### config.mk
export PLATFORM = sky130hd
export DESIGN_NAME = seg_scan_ctrl
export DESIGN_NICKNAME = d
export VERILOG_FILES = /design/src/rtl/seg_pkg.sv /design/src/rtl/seg7_decode.sv /design/src/rtl/seg_scan_ctrl.sv
export SDC_FILE = /design/constraint.sdc
export NUM_CORES = 1
export LEC_CHECK = 0
export CAP_MARGIN = 30
export CELL_PAD_IN_SITES_DETAIL_PLACEMENT = 0
export CELL_PAD_IN_SITES_GLOBAL_PLACEMENT = 1
export CORE_ASPECT_RATIO = 1.4
export CORE_UTILIZATION = 49
export CTS_BUF_LIST = sky130_fd_sc_hd__clkbuf_16
export DETAILED_ROUTE_END_ITERATION = 8
export PLACE_DENSITY_LB_ADDON = 0.1
export SLEW_MARGIN = 20
export SYNTH_ARGS = -nofsm -noshare
export SYNTH_HDL_FRONTEND = slang
export SYNTH_SLANG_ARGS = --single-unit
### constraint.sdc
create_clock -name clk -period 3.6 [get_ports clk]
set_input_delay 0.54 -clock clk [delete_from_list [all_inputs] [get_ports clk]]
set_output_delay 0.54 -clock clk [all_outputs]
set_load 0.1 [all_outputs]
### src/rtl/seg_pkg.sv
// Shared constants and types for the seven-segment display blocks.
// Segment codes are active-low {a,b,c,d,e,f,g,dp}. In these codes the decimal point
// bit is off, and the decoder adds the real dp value afterwards.
package seg_pkg;

    localparam int NUM_DIGITS = 4;

    localparam logic [7:0] SEG_0    = 8'b0000001_1;
    localparam logic [7:0] SEG_1    = 8'b1001111_1;
    localparam logic [7:0] SEG_2    = 8'b0010010_1;
    localparam logic [7:0] SEG_3    = 8'b0000110_1;
    localparam logic [7:0] SEG_4    = 8'b1001100_1;
    localparam logic [7:0] SEG_5    = 8'b0100100_1;
    localparam logic [7:0] SEG_6    = 8'b1100000_1;
    localparam logic [7:0] SEG_7    = 8'b0001101_1;
    localparam logic [7:0] SEG_8    = 8'b0000000_1;
    localparam logic [7:0] SEG_9    = 8'b0000100_1;
    localparam logic [7:0] SEG_DASH = 8'b1111110_1;
    localparam logic [7:0] SEG_OFF  = 8'hFF;

    localparam logic [3:0] ANODE_OFF = 4'b1111;

    // One complete display value: four BCD nibbles and their decimal points.
    typedef struct packed {
        logic [15:0] digits;
        logic [3:0]  dp;
    } disp_word_t;

    // Active-low one-cold anode pattern for the digit being scanned.
    function automatic logic [3:0] anode_sel(input logic [1:0] idx);
        return ~(4'b0001 << idx);
    endfunction

endpackage

### src/rtl/seg7_decode.sv
// BCD to active-low seven-segment decoder with decimal point and blanking.
// Nibbles 10..15 are shown as a dash. A blanked digit turns off every segment,
// and this includes the decimal point.
module seg7_decode
    import seg_pkg::*;
(
    input  logic [3:0] bcd,
    input  logic       dp,
    input  logic       blank,
    output logic [7:0] seg
);

    // Look up the glyph and then apply the decimal point, unless the digit is blanked.
    always_comb begin
        // NOTE: the default is assigned first so that every path drives seg and no latch is inferred.
        seg = SEG_OFF;
        if (!blank) begin
            case (bcd)
                4'd0:    seg = SEG_0;
                4'd1:    seg = SEG_1;
                4'd2:    seg = SEG_2;
                4'd3:    seg = SEG_3;
                4'd4:    seg = SEG_4;
                4'd5:    seg = SEG_5;
                4'd6:    seg = SEG_6;
                4'd7:    seg = SEG_7;
                4'd8:    seg = SEG_8;
                4'd9:    seg = SEG_9;
                default: seg = SEG_DASH;
            endcase
            seg[0] = ~dp;
        end
    end

endmodule

### src/rtl/seg_scan_ctrl.sv
// Scan controller for the 4-digit common-anode seven-segment display.
// Each digit gets a slot of SCAN_DIV cycles. The first BLANK_CYC cycles of every slot
// are dark, which suppresses ghosting. An update is held in a pending buffer and
// moves to the displayed value only at a frame boundary, so a half-written number
// is never shown.
module seg_scan_ctrl
    import seg_pkg::*;
#(
    parameter int SCAN_DIV  = 50000,
    parameter int BLANK_CYC = 500
)
(
    input  logic        clk,
    input  logic        reset,
    input  logic [15:0] digits_in,
    input  logic [3:0]  dp_in,
    input  logic        lz_en,
    input  logic        upd_valid,
    output logic        upd_ready,
    output logic        frame_start,
    output logic [3:0]  am,
    output logic [7:0]  out
);

    localparam int                CNT_W     = $clog2(SCAN_DIV);
    localparam logic [CNT_W-1:0] CNT_LAST  = CNT_W'(SCAN_DIV - 1);
    localparam logic [CNT_W-1:0] CNT_BLANK = CNT_W'(BLANK_CYC);

    logic [CNT_W-1:0] slot_cnt;
    logic [1:0]       idx;
    disp_word_t       active;
    disp_word_t       pending;
    logic             pend_full;

    logic             slot_end;
    logic             frame_end;
    logic             accept;
    logic [3:0]       lz_blank;
    logic [3:0]       cur_digit;
    logic             cur_dp;
    logic [7:0]       cur_seg;

    assign slot_end  = (slot_cnt == CNT_LAST);
    assign frame_end = slot_end && (idx == 2'd3);
    assign accept    = upd_valid && !pend_full;
    assign upd_ready = !pend_full;

    // Slot counter and digit index. The 2-bit index wraps from 3 back to 0 on its own.
    always_ff @(posedge clk or negedge reset) begin
        // NOTE: state registers use non-blocking assignments so that all of them update together on the edge.
        if (!reset) begin
            slot_cnt <= '0;
            idx      <= 2'd0;
        end else if (slot_end) begin
            slot_cnt <= '0;
            idx      <= idx + 2'd1;
        end else begin
            slot_cnt <= slot_cnt + 1'b1;
        end
    end

    // Pending flag and the displayed value. A full buffer is moved to the display only at a frame boundary.
    always_ff @(posedge clk or negedge reset) begin
        if (!reset) begin
            pend_full <= 1'b0;
            active    <= '0;
        end else if (frame_end && pend_full) begin
            active    <= pending;
            pend_full <= 1'b0;
        end else if (accept) begin
            pend_full <= 1'b1;
        end
    end

    // Capture the pending data. The data is meaningful only while pend_full is set.
    always_ff @(posedge clk) begin
        // NOTE: this is a plain data register with no reset; pend_full is the only thing that marks it valid.
        if (accept) begin
            pending <= '{digits: digits_in, dp: dp_in};
        end
    end

    // Leading-zero suppression. A digit is blank when it and every digit to its left are zero. digit0 is never blanked.
    always_comb begin
        lz_blank    = 4'b0000;
        lz_blank[3] = lz_en && (active.digits[15:12] == 4'd0);
        lz_blank[2] = lz_en && (active.digits[15:8]  == 8'd0);
        lz_blank[1] = lz_en && (active.digits[15:4]  == 12'd0);
    end

    assign cur_digit = active.digits[{idx, 2'b00} +: 4];
    assign cur_dp    = active.dp[idx];

    seg7_decode u_decode (
        .bcd   (cur_digit),
        .dp    (cur_dp),
        .blank (lz_blank[idx]),
        .seg   (cur_seg)
    );

    // Registered outputs. They show the counter state of the previous cycle.
    always_ff @(posedge clk or negedge reset) begin
        if (!reset) begin
            am          <= ANODE_OFF;
            out         <= SEG_OFF;
            frame_start <= 1'b0;
        end else begin
            frame_start <= (slot_cnt == '0) && (idx == 2'd0);
            if (slot_cnt < CNT_BLANK) begin
                am  <= ANODE_OFF;
                out <= SEG_OFF;
            end else begin
                am  <= anode_sel(idx);
                out <= cur_seg;
            end
        end
    end

endmodule

==> run summary <==
Switching share of power = 0.194
Syn nets = 263
Gpl congestion = 0.777
Clk pwr share = 0.491
Post-synth top area cell = dfrtp_1
Worst hold path class = input pin to async pin
Synth warn = 0
Reg2reg start = idx[1]
Post-cts resize count = 0
Rel. slew slack = 0.357
First DRT Iteration DRCs = 100
Cts bufs inserted = 9
Total gr overflow = 0
Clock transition at path regs = 60 ps
# nets final = 307
CP max FO = 1
Worst Reg-to-Reg Cells = 7
Synth area leaders = dfrtp_1 (31%), edfxtp_1 (19%), dfstp_2 (9.9%)
Worst clock skew = 8.55 ps
Final setup fails = 0
Final Cycle Share = 0.694
Static leakage = 1.64 nW
CP arrival = 1960 ps
Achievable frequency = 0.400 GHz
Largest stage delay on the critical path = 1120 ps
Crit. End Element = output port
Worst-case hold slack = 47.9 ps
Hold_buf cts = 0
CP Data Required Time = 3060 ps
Root Driver = clkbuf_16
Port bufs = 37
Yosys reg bits = 72
Routed WL = 5310 µm
Die Wd = 70.3 µm
Crit path buf inv count = 1
Pre-antenna DRT Iters = 4
Max cap viols = 0
Vias/cell = 5.39
Die ar. = 0.00686 mm²
Total power = 1.73 mW
Async SR Flop Fraction = 0.722
RSZ-0062 raised after global routing = no
Worst Setup Start Kind = flip-flop
Worst setup margin = 1100 ps
Crit path time final = 2500 ps
Mapped Area = 0.00320 mm²
H-tree depth = 3
Status = finished, final reports clean
Setup TNS = 0 ps
Pins Over Slew Limit = 0
PwrDens = 441 mW/mm²
Post-synth EDFFs = 20
Top cell family by delay on the critical path = buffers and inverters
Post-placement cell count = 332
Yosys cell types = 39
CP Cell Sequence = clkdlybuf4s50_1
Most common cell after layout, fill and taps aside = dfrtp_1
DP HPWL = 3690 µm
Hold Vio Cnt, Final = 0
Combinational power share = 0.022
Worst slew pin tran = 961 ps
First-pass GRT wire length = 9240 µm
Crit Path Category = flip-flop to output port
Largest net degree at the start of global routing = 42
VDD IR max = 281 µV
Routed len/inst = 15.2 µm
WP depth = 1
Max Root-Sink Buffers = 2
Share of power burned in registers = 0.487
Post-DRT Antenna Nets = 0
Std-Cell Rows = 34
Net Switching = 335 µW
Initial Util = 0.512
Die Y = 97.6 µm
Overall Global Routing Usage = 0.176
Register area share after synthesis = 0.599
Pre-CTS setup slack = 1380 ps
Vias in the first global route = 1888
Ant diodes = 0
Clock latency on the worst-skew pair = 330 ps
Prevailing post-synth register cell = dfrtp_1
CTS Sinks = 72
Vias post-DR = 1881
# fillers = 481
Critical path startpoint = am[0]
Cells after Synth = 228
CTS tree = yes
Setup Buffers After CTS = 0
P&R area growth vs syn = 22.4%
Layout Cells excl Fill = 349
I/O Pins = 38
Core Area = 0.00625 mm²
Initial antenna violation count = 0
Avg Cell Area, Syn = 14.0 µm²
Pint = 1.39 mW
Highest-count cells in the layout ignoring fill and taps = dfrtp_1 (40), clkdlybuf4s50_1 (36), edfxtp_1 (20), mux2_4 (19), nor2_1 (17)
Share of cells above drive strength 1 = 0.217
DRC = 0
CP max stage cell = clkdlybuf4s50_1
Top cell type's share of synthesized area = 0.313
[per-stage QoR]
step | utilization | cell area (µm²)
2_1_floorplan | - | 3200
3_3_place_gp | 0.577 | 3610
3_5_place_dp | 0.577 | 3610
4_1_cts | 0.623 | 3900
5_1_grt | 0.626 | 3920
6_report | 0.626 | 3920
[sequential cells by signal (all words and copies together), names as in the netlist]
name / count
active: 20
pending: 20
slot_cnt: 16
out: 8
am: 4
idx: 2
frame_start: 1
pend_full: 1
[path summary, 6_finish.rpt]
| kind | to | slack, ps |
|---|---|---|
| setup / recovery | am[0] | 1100 |
| hold / removal | slot_cnt[7] | 50 |
| setup reg to reg | out[3] | 1380 |
| hold reg to reg | active[3] | 460 |
| max in group asynchronous | out[6] | 3050 |
| min in group clk | active[3] | 460 |
[cells by family after synthesis]
kind of cell | count (synthesis) | share of synthesized area
adder cells (fa/ha/maj) | 11 | 0.0430
flip-flops | 72 | 0.599
buffers and inverters | 19 | 0.0344
AO/OA/AOI/OAI | 14 | 0.0285
XOR/XNOR | 14 | 0.0383
multiplexers | 27 | 0.135
AND/OR/NAND/NOR | 71 | 0.122
[cells in the mapped netlist (all sizes together) (2+ instances only)]
master	instances
a21oi	4
and3	4
and4	2
buf	5
clkbuf	3
dfrtp	40
dfstp	12
edfxtp	20
ha	11
inv	11
mux2	22
mux4	5
nand2	9
nand3	10
nand4	7
nor2	17
nor2b	5
nor3	5
nor4	5
nor4b	2
o211ai	3
o21ai	3
xnor2	8
xor2	6
[layer usage]
metal	wire [µm]	vias to the layer above	part of all wire	global-route usage
met5	0	-	0	0
met4	92	0	0.017	0.0831
met3	176	10	0.033	0.0373
met2	2710	44	0.51	0.278
met1	2330	926	0.44	0.230
li1	-	901	-	-
[power by group through the flow]
stage	combinational [mW]	sequential [mW]	clock (mW)
6_report	0.0383	0.842	0.849
2_1_floorplan	0.000396	0.857	0
3_3_place_gp	0.0360	0.856	0
5_1_grt	0.0427	0.841	0.904
4_1_cts	0.0370	0.841	0.868
3_5_place_dp	0.0370	0.856	0
[layout make-up]
class | count | area [µm²] | area share
Clock buffer | 9 | 225 | 0.0575
Clock inverter | 7 | 62.6 | 0.0160
Inverter | 11 | 41.3 | 0.0105
Multi-Input combinational cell | 137 | 1170 | 0.299
Sequential cell | 72 | 1920 | 0.489
Tap cell | 72 | 90.1 | 0.0230
Timing Repair Buffer | 41 | 408 | 0.104
(Power assumes the default switching activity.)
